## config.mk

```make
export PLATFORM = sky130hd
export DESIGN_NAME = codec_sample_feeder
export DESIGN_NICKNAME = d
export VERILOG_FILES = /design/src/rtl/audio_pkg.sv /design/src/rtl/sample_fifo.sv /design/src/rtl/codec_sample_feeder.sv
export SDC_FILE = /design/constraint.sdc
export NUM_CORES = 1
export LEC_CHECK = 0
export ABC_CLOCK_PERIOD_IN_PS = 3600
export CAP_MARGIN = 20
export CORE_UTILIZATION = 45
export DETAILED_ROUTE_END_ITERATION = 16
export GPL_ROUTABILITY_DRIVEN = 1
export GPL_TIMING_DRIVEN = 1
export HOLD_SLACK_MARGIN = 0.12
export PLACE_DENSITY_LB_ADDON = 0.05
export SLEW_MARGIN = 30
export SYNTH_ARGS = -nofsm -noshare
export SYNTH_HDL_FRONTEND = slang
export SYNTH_SLANG_ARGS = --single-unit
```

## constraint.sdc

```tcl
create_clock -name clk -period 3.6 [get_ports clk]
set_clock_uncertainty 0.1 [all_clocks]
set_input_delay 0.54 -clock clk [delete_from_list [all_inputs] [get_ports clk]]
set_output_delay 0.54 -clock clk [all_outputs]
set_load 0.01 [all_outputs]
```

## src/rtl/audio_pkg.sv

```systemverilog
// Shared audio definitions: sample word format, frame geometry and the
// request handshake state encoding used by the codec sample feeder.
package audio_pkg;

    localparam int SAMPLE_BITS = 16;
    localparam int FRAME_BITS  = 32;

    typedef logic signed [SAMPLE_BITS-1:0] sample_t;

    typedef enum logic {
        ST_IDLE = 1'b0,
        ST_WAIT = 1'b1
    } req_state_t;

endpackage

```

## src/rtl/sample_fifo.sv

```systemverilog
// Synchronous FIFO. dout presents the head entry combinationally whenever
// the FIFO is non-empty. A pop on an empty FIFO and a push on a full FIFO
// are ignored, so a simultaneous push and pop on an empty FIFO only pushes.
module sample_fifo #(
    parameter int DEPTH = 4,
    parameter int WIDTH = 16,
    localparam int AW   = $clog2(DEPTH),
    localparam int CW   = AW + 1
) (
    input  logic             clk,
    input  logic             reset,
    input  logic             push,
    input  logic             pop,
    input  logic [WIDTH-1:0] din,
    output logic [WIDTH-1:0] dout,
    output logic [CW-1:0]    count,
    output logic             empty,
    output logic             full
);

    logic [WIDTH-1:0] r_mem [DEPTH];
    logic [AW-1:0]    r_wr_ptr;
    logic [AW-1:0]    r_rd_ptr;
    logic [CW-1:0]    r_count;
    logic             w_do_push;
    logic             w_do_pop;

    assign empty     = (r_count == '0);
    assign full      = (r_count == CW'(DEPTH));
    assign count     = r_count;
    assign dout      = r_mem[r_rd_ptr];
    assign w_do_push = push & ~full;
    assign w_do_pop  = pop & ~empty;

    // Storage write; contents need no reset because occupancy is tracked separately.
    always_ff @(posedge clk) begin
        if (w_do_push) begin
            r_mem[r_wr_ptr] <= din;
        end
    end

    // Pointer and occupancy bookkeeping; pointers wrap naturally at a power-of-two depth.
    always_ff @(posedge clk) begin
        if (reset) begin
            r_wr_ptr <= '0;
            r_rd_ptr <= '0;
            r_count  <= '0;
        end else begin
            if (w_do_push) begin
                r_wr_ptr <= r_wr_ptr + AW'(1);
            end
            if (w_do_pop) begin
                r_rd_ptr <= r_rd_ptr + AW'(1);
            end
            case ({w_do_push, w_do_pop})
                2'b10:   r_count <= r_count + CW'(1);
                2'b01:   r_count <= r_count - CW'(1);
                default: r_count <= r_count;
            endcase
        end
    end

endmodule

```

## src/rtl/codec_sample_feeder.sv

```systemverilog
// Pulls mono samples from the chord player through a request/strobe
// handshake, buffers them, and plays each one into both slots of a
// left-justified 2x16-bit serial codec frame.
module codec_sample_feeder
    import audio_pkg::*;
#(
    parameter int BCLK_HALF   = 4,
    parameter int FIFO_DEPTH  = 4,
    parameter int REQ_TIMEOUT = 64
) (
    input  logic                          clk,
    input  logic                          reset,
    output logic                          generate_next_sample,
    input  logic                          new_sample_ready,
    input  logic signed [SAMPLE_BITS-1:0] sample_in,
    output logic                          bclk,
    output logic                          lrclk,
    output logic                          sdata,
    output logic                          underrun,
    output logic                          req_timeout
);

    localparam int CW    = $clog2(FIFO_DEPTH) + 1;
    localparam int WW    = $clog2(REQ_TIMEOUT) + 1;
    localparam int CNT_W = (BCLK_HALF > 1) ? $clog2(BCLK_HALF) : 1;
    localparam int BIT_W = $clog2(FRAME_BITS);

    req_state_t       r_state;
    req_state_t       w_state_nxt;
    logic             w_issue;
    logic             w_push;
    logic             w_timeout;
    logic             r_gen;
    logic             r_timeout;
    logic [WW-1:0]    r_wait;

    logic [CW-1:0]    w_count;
    logic             w_empty;
    logic             w_full;
    sample_t          w_dout;
    sample_t          w_word;

    logic [CNT_W-1:0] r_cnt;
    logic             r_bclk;
    logic [BIT_W-1:0] r_bit_idx;
    logic             w_tick;
    logic             w_fall;
    logic             w_frame_start;
    logic             w_pop;
    logic             r_primed;
    logic             r_underrun;
    logic             r_sdata;
    sample_t          r_hold;
    sample_t          r_shift;

    sample_fifo #(
        .DEPTH (FIFO_DEPTH),
        .WIDTH (SAMPLE_BITS)
    ) u_fifo (
        .clk   (clk),
        .reset (reset),
        .push  (w_push & ~w_full),
        .pop   (w_pop),
        .din   (sample_in),
        .dout  (w_dout),
        .count (w_count),
        .empty (w_empty),
        .full  (w_full)
    );

    // Request FSM state register.
    always_ff @(posedge clk) begin
        if (reset) begin
            r_state <= ST_IDLE;
        end else begin
            r_state <= w_state_nxt;
        end
    end

    // Request FSM: ask whenever there is room, then wait for the strobe or give up.
    always_comb begin
        w_state_nxt = r_state;
        w_issue     = 1'b0;
        w_push      = 1'b0;
        w_timeout   = 1'b0;
        case (r_state)
            ST_IDLE: begin
                if (w_count < CW'(FIFO_DEPTH)) begin
                    w_state_nxt = ST_WAIT;
                    w_issue     = 1'b1;
                end
            end
            ST_WAIT: begin
                if (new_sample_ready) begin
                    w_state_nxt = ST_IDLE;
                    w_push      = 1'b1;
                end else if (r_wait == WW'(REQ_TIMEOUT - 1)) begin
                    w_state_nxt = ST_IDLE;
                    w_timeout   = 1'b1;
                end
            end
            default: w_state_nxt = ST_IDLE;
        endcase
    end

    // Registered request and timeout pulses, plus the cycles-in-WAIT counter.
    always_ff @(posedge clk) begin
        if (reset) begin
            r_gen     <= 1'b0;
            r_timeout <= 1'b0;
            r_wait    <= '0;
        end else begin
            r_gen     <= w_issue;
            r_timeout <= w_timeout;
            r_wait    <= (r_state == ST_WAIT) ? r_wait + WW'(1) : '0;
        end
    end

    assign w_tick        = (r_cnt == CNT_W'(BCLK_HALF - 1));
    assign w_fall        = w_tick & r_bclk;
    assign w_frame_start = w_fall & (r_bit_idx == BIT_W'(FRAME_BITS - 1));
    assign w_pop         = w_frame_start & ~w_empty;
    assign w_word        = w_empty ? sample_t'(0) : w_dout;

    // BCLK divider and bit position within the frame.
    always_ff @(posedge clk) begin
        if (reset) begin
            r_cnt     <= '0;
            r_bclk    <= 1'b0;
            r_bit_idx <= BIT_W'(FRAME_BITS - 1);
        end else begin
            if (w_tick) begin
                r_cnt  <= '0;
                r_bclk <= ~r_bclk;
            end else begin
                r_cnt <= r_cnt + CNT_W'(1);
            end
            if (w_fall) begin
                r_bit_idx <= r_bit_idx + BIT_W'(1);
            end
        end
    end

    // Underrun reporting stays quiet until the first sample has actually played.
    always_ff @(posedge clk) begin
        if (reset) begin
            r_primed   <= 1'b0;
            r_underrun <= 1'b0;
        end else begin
            r_underrun <= w_frame_start & w_empty & r_primed;
            if (w_pop) begin
                r_primed <= 1'b1;
            end
        end
    end

    // Hold register and shifter: load at frame start, reload for the right slot.
    always_ff @(posedge clk) begin
        if (w_fall) begin
            if (w_frame_start) begin
                r_hold  <= w_word;
                r_shift <= {w_word[SAMPLE_BITS-2:0], 1'b0};
            end else if (r_bit_idx == BIT_W'(SAMPLE_BITS - 1)) begin
                r_shift <= {r_hold[SAMPLE_BITS-2:0], 1'b0};
            end else begin
                r_shift <= {r_shift[SAMPLE_BITS-2:0], 1'b0};
            end
        end
    end

    // Serial data output, updated only on BCLK falling edges.
    always_ff @(posedge clk) begin
        if (reset) begin
            r_sdata <= 1'b0;
        end else if (w_fall) begin
            if (w_frame_start) begin
                r_sdata <= w_word[SAMPLE_BITS-1];
            end else if (r_bit_idx == BIT_W'(SAMPLE_BITS - 1)) begin
                r_sdata <= r_hold[SAMPLE_BITS-1];
            end else begin
                r_sdata <= r_shift[SAMPLE_BITS-1];
            end
        end
    end

    assign generate_next_sample = r_gen;
    assign req_timeout          = r_timeout;
    assign underrun             = r_underrun;
    assign bclk                 = r_bclk;
    assign lrclk                = r_bit_idx[BIT_W-1];
    assign sdata                = r_sdata;

endmodule

```

Yosys cells after proc, flatten, opt, wreduce, memory -nomap -nowiden
Memory sizes are Yosys's and may differ from the RTL's. A register that Yosys moved wholly into a read port is not among the register bits.
Index checks and enable logic that the tools add are counted.
- input bits: 19
- bits in latches: 0
- memories: 1
- bits in registers: 60
- bits in writable memories: 64
- output and inout bits: 6
- ROM bits: 0
- mux-type cells: 17
- bitwise gates (word level): 12
- magnitude comparators: 1
- div/mod/pow operators: 0
- eq/ne operators: 7
- shift-type cells: 0
- $mul: 0
- reductions and logical operators: 7
- add/sub/neg operators: 7
- memory list (memory ; depth ; width ; rd ports ; clocked after Yosys merged registers in ; wr ports ; RTL line ; text):
    u_fifo.r_mem ; 4 ; 16 ; 1 ; 1 ; 1 ; sample_fifo.sv:21 ; logic [WIDTH-1:0] r_mem [DEPTH];
- operators with widths (cell ; count):
    $mux W16 ; 3
    $mux W1 ; 10
    $and A1 B1 Y1 ; 8
    $add A7 B1 Y7 const B ; 1
    $eq A7 B6 Y1 const B ; 1
    $add A2 B1 Y2 const B ; 3
    $pmux W3 S2 ; 1
    $reduce_or A2 Y1 ; 3
    $add A5 B1 Y5 const B ; 1
    $eq A5 B4 Y1 const B ; 1
    $eq A5 B5 Y1 const B ; 1
    $eq A2 B2 Y1 const B ; 2
    $mux W2 ; 2
    $not A1 Y1 ; 4
    $add A3 B1 Y3 const B ; 1
    $eq A3 B3 Y1 const B ; 1
    $logic_not A3 Y1 ; 1
    $lt A3 B3 Y1 const B ; 1
    $reduce_or A3 Y1 ; 1
    $sub A3 B1 Y3 const B ; 1
    $eq A2 B1 Y1 const B ; 1
    $pmux W1 S2 ; 1
    $reduce_and A2 Y1 ; 1
    $reduce_bool A2 Y1 ; 1

Logic depth before layout (Yosys ltp)
Gate-level depths: netlist of the first run.
- depth after elaboration: 7
- mapped depth: 12
- mapped depth without buffers: 11

By module
From an unflattened synthesis of the first run, not the netlist that was laid out.
- cells, all modules: 324
- area total of the unflattened synthesis: 4998.5 um2
- by module, submodules not included (module ; area each (um2) ; times used ; cells an instance):
    sample_fifo ; 2821.5 ; 1 ; 138
    codec_sample_feeder ; 2177.1 ; 1 ; 186

Least setup slack after synthesis of the first run
No wires, ideal clock.
- path kind: flip-flop to flip-flop
- from: register r_bit_idx[0]
- to: register u_fifo.r_count[2], in the netlist u_fifo.count[2]
- cell stages (with the launch flop): 13
- slack: 0.846 ns
- arrival: 2.583 ns
- required time: 3.429 ns
- path buffers: 1
- period minus slack after synthesis: 2.754 ns
- library setup time: 0.071 ns
- path through: dfxtp_1 -> ha_1 -> and3_1 -> ha_1 -> nand3_2 -> nor2_2 -> buf_4 -> ha_1 -> inv_1 -> fa_1 -> xor2_1 -> or3_1 -> a21oi_1
- cells in the longest elaborated chain, start to end: 6
- ends and longest elaborated chain (what ; RTL line ; text):
    start: declaration ; codec_sample_feeder.sv:45 ; logic [BIT_W-1:0] r_bit_idx;
    start signal: assignment ; codec_sample_feeder.sv:130 ; r_bit_idx <= BIT_W'(FRAME_BITS - 1);
    start signal: assignment ; codec_sample_feeder.sv:139 ; r_bit_idx <= r_bit_idx + BIT_W'(1);
    $eq A5 B5 Y1 * ; codec_sample_feeder.sv:121 ; assign w_frame_start = w_fall & (r_bit_idx == BIT_W'(FRAME_BITS - 1));
    $and A1 B1 Y1 * ; codec_sample_feeder.sv:121 ;
    $and A1 B1 Y1 * ; codec_sample_feeder.sv:122 ; assign w_pop = w_frame_start & ~w_empty;
    via u_fifo.pop ; sample_fifo.sv:13 ; input logic pop,
    $and A1 B1 Y1 * ; sample_fifo.sv:33 ; assign w_do_pop = pop & ~empty;
    $eq A2 B1 Y1 / $eq A2 B2 Y1 (equally long branches) ; sample_fifo.sv:55 ; case ({w_do_push, w_do_pop})
    $pmux W3 S2 / $reduce_bool A2 Y1 (equally long branches) ; - ;
    end signal: assignment ; sample_fifo.sv:56 ; 2'b10: r_count <= r_count + CW'(1);
    end signal: assignment ; sample_fifo.sv:57 ; 2'b01: r_count <= r_count - CW'(1);
    end signal: assignment ; sample_fifo.sv:58 ; default: r_count <= r_count;
    end: declaration ; sample_fifo.sv:24 ; logic [CW-1:0] r_count;
Mark *: on every way through the listed nets, which the timed path passes. The rest lies on a longest branch.
A chain may end at the register's enable or synchronous reset.

Final worst setup path of the first run
- from: register r_bit_idx[0]
- to: register u_fifo.r_count[2], in the netlist u_fifo.count[2]
- cells in the longest elaborated chain, start to end: 6
- ends and longest elaborated chain (what ; RTL line):
    $eq A5 B5 Y1 * ; codec_sample_feeder.sv:121
    $and A1 B1 Y1 * ; codec_sample_feeder.sv:121
    $and A1 B1 Y1 * ; codec_sample_feeder.sv:122
    $and A1 B1 Y1 * ; sample_fifo.sv:33
    $eq A2 B1 Y1 / $eq A2 B2 Y1 (equally long branches) ; sample_fifo.sv:55
    $pmux W3 S2 / $reduce_bool A2 Y1 (equally long branches) ; -
Mark *: on every way between the ends. The rest lies on a longest branch, timed or not.

==> results of run 1 <==
layout by cell type (no fill, tap or decap), types with 2 or more instances in the layout:
cell type         n
edfxtp_1         95
dfxtp_1          30
clkdlybuf4s50_1  24
and2_1           16
mux2i_1          16
clkbuf_16        16
o2bb2ai_1        14
nor2_1           12
nand3_1          12
inv_1            11
ha_1             10
mux4_2            9
nand2_1           8
a21oi_1           8
buf_4             8
and3_1            6
mux4_1            6
o21ai_0           6
xor2_1            6
inv_6             6
or3_1             4
nor3_1            3
clkinvlp_4        3
bufinv_16         3
clkinv_1          2
mux2_2            2
o31ai_1           2
nor3b_1           2
xnor2_1           2
a21o_1            2
state kept, by name (all words and copies together), names as in the netlist, named ones only:
name and flops:
u_fifo.r_mem 64, r_hold 16, r_shift 15, r_wait 7, r_bit_idx 5, u_fifo.count 3, r_cnt 2, u_fifo.r_rd_ptr 2
u_fifo.r_wr_ptr 2, bclk 1, generate_next_sample 1, r_primed 1, r_state 1, req_timeout 1, sdata 1, underrun 1
path summary, 6_finish.rpt:
path | start | end | slack (ns) | depth (start not counted)
min | r_cnt[0]$_SDFF_PP0_ | r_cnt[0]$_SDFF_PP0_ | 0.32 | 1
max | r_bit_idx[0]$_SDFFE_PP1P_ | u_fifo.count[2]$_SDFFE_PP0P_ | 0.87 | 11
min reg2reg | r_cnt[0]$_SDFF_PP0_ | r_cnt[0]$_SDFF_PP0_ | 0.32 | 1
max reg2reg | r_bit_idx[0]$_SDFFE_PP1P_ | u_fifo.count[2]$_SDFFE_PP0P_ | 0.87 | 11
cells by family after synthesis:
logic type               Yosys count  synth area share [%]
adder cells (fa/ha/maj)           11                 2.894
flip-flops                       125                 68.85
buffers and inverters             25                 2.569
AND/OR/NAND/NOR                   73                 8.207
multiplexers                      33                 10.83
AO/OA/AOI/OAI                     37                 5.263
XOR/XNOR                           8                 1.397
critical path, cell delays in order, from the launching register on:
cell	delay [ns]
dfxtp_1	0.37
ha_1	0.19
and3_1	0.18
ha_1	0.22
nand3_2	0.16
nor2_2	0.17
ha_1	0.19
inv_1	0.06
fa_1	0.38
xor2_1	0.16
or3_1	0.32
a21oi_1	0.14
metal layers:
metal  vias to the layer above  track usage [%]  share of wire [%]
met2                        41            23.67                 46
met3                         6            6.235                3.9
li1                       1288                -                  -
met5                         -                0                  0
met1                      1289            21.77                 49
met4                         0            8.219               0.98
report_power, final:
part | switching, mW | internal (mW)
logic | 0.0664 | 0.0580
registers | 0.0142 | 1.58
clock network | 0.628 | 1.06
total | 0.709 | 2.70
area by class of cell:
cell class	count	area (µm²)	area share, %
multi-input cells	162	1434	23.88
well taps	140	175.2	2.917
repair buffers	32	300.3	5.001
clock buffers	17	414.1	6.897
inverters	12	45.04	0.7502
clock inverters	15	182.7	3.042
flip-flops and latches	125	3453	57.51
stage by stage:
step	setup WS, ns	std cells	util [%]	hold WS (ns)	instance area [µm²]
final	0.8719	503	55.39	0.3249	6005
after CTS	0.8604	503	55.39	0.3257	6005
after detailed placement	0.8897	471	49.88	0.3175	5408
after global placement	1.012	471	49.88	0.3105	5408
after global routing	0.6659	503	55.39	0.3582	6005
after floorplan	0.8460	312	-	0.3043	5016
==> impl_results.md, run 1 <==
- Setup violations, final: 0
- DR pass1 iterations: 4
- Die Wd: 107.6 µm
- Syn nets: 342
- First-pass GRT wire length: ~13 mm
- Status: completed
- Io pins: 25
- Most frequent cell after synthesis: edfxtp_1
- Row count: 38
- Syn-to-layout area delta: 19.71%
- Initial antenna violation count: 0
- Routed Antenna Nets: 0
- Final nets: 380
- F_max: about 370 MHz
- GRT Util Overall: roughly 16%
- Worst-Skew Late Latency: 0.52 ns
- Setup TNS: 0 ns
- Worst vdd ir: ~0.42 mV
- Fraction of layout cells with a size suffix above 1: between 10% and 20%
- Clock Tree Root: clkbuf_8
- Crit. End Element: flop
- Yosys reg bits: roughly 130
- CTS max path bufs: 2
- DP HPWL: 5.168 mm
- Register area share after synthesis: 68.85%
- Mapped Cells: about 310
- Most used DFF post-synth: edfxtp_1
- Fillers: ~900
- Post-route DRC: 0
- Via count: 2624
- Leading cell types by total area after synthesis: edfxtp_1 (57%), dfxtp_1 (12%), mux4_2 (4.0%)
- Initial Utilization: roughly 46%
- Worst-path fanout max: 6
- Critical Path RT: 3.94 ns
- Leak: 2.016 nW
- Synthesized area per cell: about 16 µm²
- Aggregate routed wire length: about 8.3 mm
- H-Tree Depth: 4
- Worst Path Arrival: about 3.1 ns
- Hold Vio Cnt, Final: 0
- Total power: ~3.4 mW
- Die height: 107.6 µm
- Ant diodes: 0
- Tcrit/Tclk final: approximately 76%
- Slew Viols, Final: 0
- Hold buffers post-CTS: 0
- Max-Cap Viols: 0
- Synth top cells by count: edfxtp_1 (95), dfxtp_1 (30), and2_1 (16), mux2i_1 (16), o2bb2ai_1 (14)
- Post-synth top area share: a little under three fifths
- DR iter-0 viols: 120
- Port Buffers: 24
- Post-synth top area cell: edfxtp_1
- Synthesized area: approximately 0.0050 mm²
- CP startpoint kind: flop
- GRT overflow: 0
- Worst slew pin tran: between 0.8 and 0.9 ns
- Hold Path Class: flop to flop
- Largest net degree at the start of global routing: 18
- Clk slew on worst S/H paths: roughly 0.060 ns
- Synth warnings: 0
- Yosys cell types: 45
- Post-CTS sizing: 0
- Die Footprint: ~0.012 mm²
- TritonCTS Buffers: 17
- Rel. slew slack: 42.62%
- RSZ-0062 raised after global routing: no
- Final Wtd Congestion: 0.6842
- Post-synth EDFFs: 95
- Final Critical Period: around 2.7 ns
- CTS tree: done
- Post-synth ARST share: 0%
- Via density per instance: 5.217
- Pwr/cell area: between 500 and 600 mW/mm²
- Core ar.: roughly 0.011 mm²
- WS Path Type: flop to flop
- Post-detailed-route wirelength per cell: 16.48 µm
- Vias in the first global route: 2525
- Post-CTS Setup Repair Bufs: 0
- Clock sinks: around 130
(Power assumes the default switching activity.)
==> run 2, diff against run 1 <==
--- a/config.mk
+++ b/config.mk
@@ -5,7 +5,7 @@
 export SDC_FILE = /design/constraint.sdc
 export NUM_CORES = 1
 export LEC_CHECK = 0
-export ABC_CLOCK_PERIOD_IN_PS = 3600
+export ABC_CLOCK_PERIOD_IN_PS = 2380
 export CAP_MARGIN = 20
 export CORE_UTILIZATION = 45
 export DETAILED_ROUTE_END_ITERATION = 16
==> constraint.sdc (replaced) <==
create_clock -name clk -period 2.38 [get_ports clk]
set_clock_uncertainty 0.1 [all_clocks]
set_input_delay 0.357 -clock clk [delete_from_list [all_inputs] [get_ports clk]]
set_output_delay 0.357 -clock clk [all_outputs]
set_load 0.01 [all_outputs]
==> run 2 against run 1 <==
Sequential cell count unchanged; clock power up 63%; combinational power up 69%; register-to-register slack worse by 0.82 ns; hold slack better by 0.0098 ns; worst setup slack worse by 0.82 ns; core utilization up 2.2 points; critical path type unchanged; critical endpoint unchanged.
==> impl_results.md, run 2 (synthesis results as in run 1) <==
- Syn-to-layout area delta: 24.40%
- Max-Cap Viols: 0 (unchanged)
- Clock Tree Root: clkbuf_8
- Tcrit/Tclk final: 97.70% (+22 points)
- Worst-Skew Late Latency: 0.51 ns (about the same)
- Biggest register: u_fifo.r_mem
- Sw Pwr: 992.3 µW (+40%)
- Crit. End Element: flop
- WS Path Type: flop to flop
- GRT Util Overall: 16.23% (-0.23 points)
- CP startpoint kind: flop
- Gr busiest metal: met2
- Post-Place Cells: 479 (+1.7%)
- Reg-to-reg slack, setup: 0.05 ns (-0.82 ns)
- Hold Path Class: flop to flop
- Fillers: 864 (-2.6%)
- M1 GR Usage: 22.34% (+0.57 points)
- Core ar.: 0.01084 mm² (unchanged)
- Via count: 2648 (+0.91%)
- Clk slew on worst S/H paths: 0.06 ns (about the same)
- Aggregate routed wire length: 8.185 mm (-1.2%)
- Worst-path fanout max: 3 (-3)
- Clk pwr share: 51.4% (+1.8 points)
- Max stage delay on crit path: 0.36 ns (-0.02 ns)
- Seq pwr share: 44.7% (-2.0 points)
- Die Footprint: 0.01157 mm² (unchanged)
- Initial antenna violation count: 0 (unchanged)
- Critical path cell sequence: ha_4, and3_4, ha_4, nand3_4, nor2_4, ha_4, inv_2, fa_2, xor2_1, or3_1, a21oi_1
- Post-detailed-route wirelength per cell: 15.96 µm (-3.2%)
- Clock sinks: 125 (unchanged)
- Row count: 38 (unchanged)
- Port Buffers: 24 (unchanged)
- Max FFs per register: 64 (unchanged)
- Ant diodes: 0 (unchanged)
- Cell mode on critical path: ha_4
- Hold Vio Cnt, Final: 0 (unchanged)
- TritonCTS Buffers: 17 (unchanged)
- Post-route insts no fill: 513 (+2.0%)
- DP HPWL: 5.167 mm (about the same)
- Switching share of power: 18.44% (-2.4 points)
- Worst Path Arrival: 2.66 ns (-0.41 ns)
- RSZ-0062 raised after global routing: yes
- Fraction of layout cells with a size suffix above 1: 19.03% (+3.9 points)
- CTS max path bufs: 2 (unchanged)
- DR pass1 iterations: 4 (unchanged)
- Die Wd: 107.6 µm (unchanged)
- Slew Viols, Final: 0 (unchanged)
- Final nets: 390 (+2.6%)
- Register Area: 0.003461 mm² (+0.22%)
- Final Critical Period: 2.325 ns (-0.4028 ns)
- DR iter-0 viols: 134 (+12%)
- Setup TNS: 0 ns (unchanged)
- Vias in the first global route: 2635 (+4.4%)
- Setup violations, final: 0 (unchanged)
- Post-route DRC: 0 (unchanged)
- Status: completed
- Via density per instance: 5.162 (-1.1%)
- Internal Power: 4.388 mW (+63%)
- Largest net degree at the start of global routing: 18 (unchanged)
- CTS tree: done
- Combinational power share: 3.9% (+0.2 points)
- Die height: 107.6 µm (unchanged)
- Pwr/cell area: 862.3 mW/mm² (+52%)
- GR Layer Usage met3: 3.935% (-2.3 points)
- H-Tree Depth: 4 (unchanged)
- Leading cell type in the layout, fill and taps excluded: edfxtp_1
- Met2 Usage GRT: 23.86% (+0.18 points)
- Initial Utilization: 46.27% (unchanged)
- Biggest regs: u_fifo.r_mem x64, r_hold x16, r_shift x15
- Commonest cells after routing, fill and taps aside: edfxtp_1 (95), dfxtp_1 (28), clkdlybuf4s50_1 (24)
- Io pins: 25 (unchanged)
- First-pass GRT wire length: 13.58 mm (+1.4%)
- Rel. slew slack: 71.24% (+29 points)
- GRT overflow: 0 (unchanged)
- Slowest cell on crit path: dfxtp_4
- Critical Path RT: 2.72 ns (-1.22 ns)
- Worst slew pin tran: 0.4291 ns (-0.4304 ns)
- Routed Antenna Nets: 0 (unchanged)
- Worst vdd ir: 0.4593 mV (+11%)
- Leak: 2.114 nW (+4.9%)
- Multi-input gate area in the final layout: 0.001491 mm² (+4.0%)
- Final Wtd Congestion: 0.7102 (+3.8%)
- F_max: 430.1 MHz (+17%)
[run 2: cell count changes in the layout (fill, tap and decap cells not counted), moves of 3 or more]
cell       delta
ha_1          -3
ha_4          +3
inv_6         -6
buf_4         +6
buf_12        +4
bufinv_16     +3
clkinv_2      +3
[run 2: final cells by class]
cell class | instances | share of cell area (%)
timing repair buffer | 42 | 6.818
tap | 140 | 2.807
multi-input combinational | 162 | 23.90
inverter | 12 | 0.7219
clock buffer | 19 | 6.758
sequential | 125 | 55.46
clock inverter | 13 | 3.529
[run 2: power groups by stage]
stage	Clock (mW)	Combinational, mW	Sequential, mW
after global routing	2.91	0.234	2.41
after floorplan	0	0.110	2.45
after CTS	2.82	0.213	2.41
after detailed placement	0	0.212	2.45
after global placement	0	0.209	2.45
final	2.76	0.210	2.41
[run 2: per-layer routing]
metal  vias up  wire, µm
met2        36      3738
li1       1298         -
met1      1303      4111
met5         -         0
met4         0       152
met3        11       182
[run 2: timing repair]
item | CTS | global route
buffers inserted | 0 | 2
hold buffers | 0 | 0
setup endpoints to repair | 0 | 1
gates resized for setup | 0 | 3
[run 2: final timing paths]
kind                                       end                       from  cells after the start
setup / recovery  u_fifo.count[2]$_SDFFE_PP0P_  r_bit_idx[1]$_SDFFE_PP1P_                     11
hold / removal             r_cnt[0]$_SDFF_PP0_        r_cnt[0]$_SDFF_PP0_                      1
setup reg to reg  u_fifo.count[2]$_SDFFE_PP0P_  r_bit_idx[1]$_SDFFE_PP1P_                     11
hold reg to reg            r_cnt[0]$_SDFF_PP0_        r_cnt[0]$_SDFF_PP0_                      1
[run 2: per-stage QoR]
stage	instance area [µm²]	utilization [%]	hold WS, ns	power, mW	setup slack, ns
6_report	6240	57.56	0.3347	5.381	0.05469
3_3_place_gp	5578	51.45	0.3144	2.661	0.07727
3_5_place_dp	5578	51.45	0.3282	2.664	0.02201
2_1_floorplan	5080	-	0.3043	2.562	-0.05116
4_1_cts	6220	57.38	0.3360	5.440	0.01426
5_1_grt	6240	57.56	0.3471	5.553	-0.03174
[run 2: worst max-delay path: cells and delay by family, from the launching register on]
kind,cells,cell delay [ns]
fa+ha+maj,4,0.75
simple gates,4,0.72
flops,1,0.36
xor+xnor,1,0.15
compound gates,1,0.12
buf+inv,1,0.03
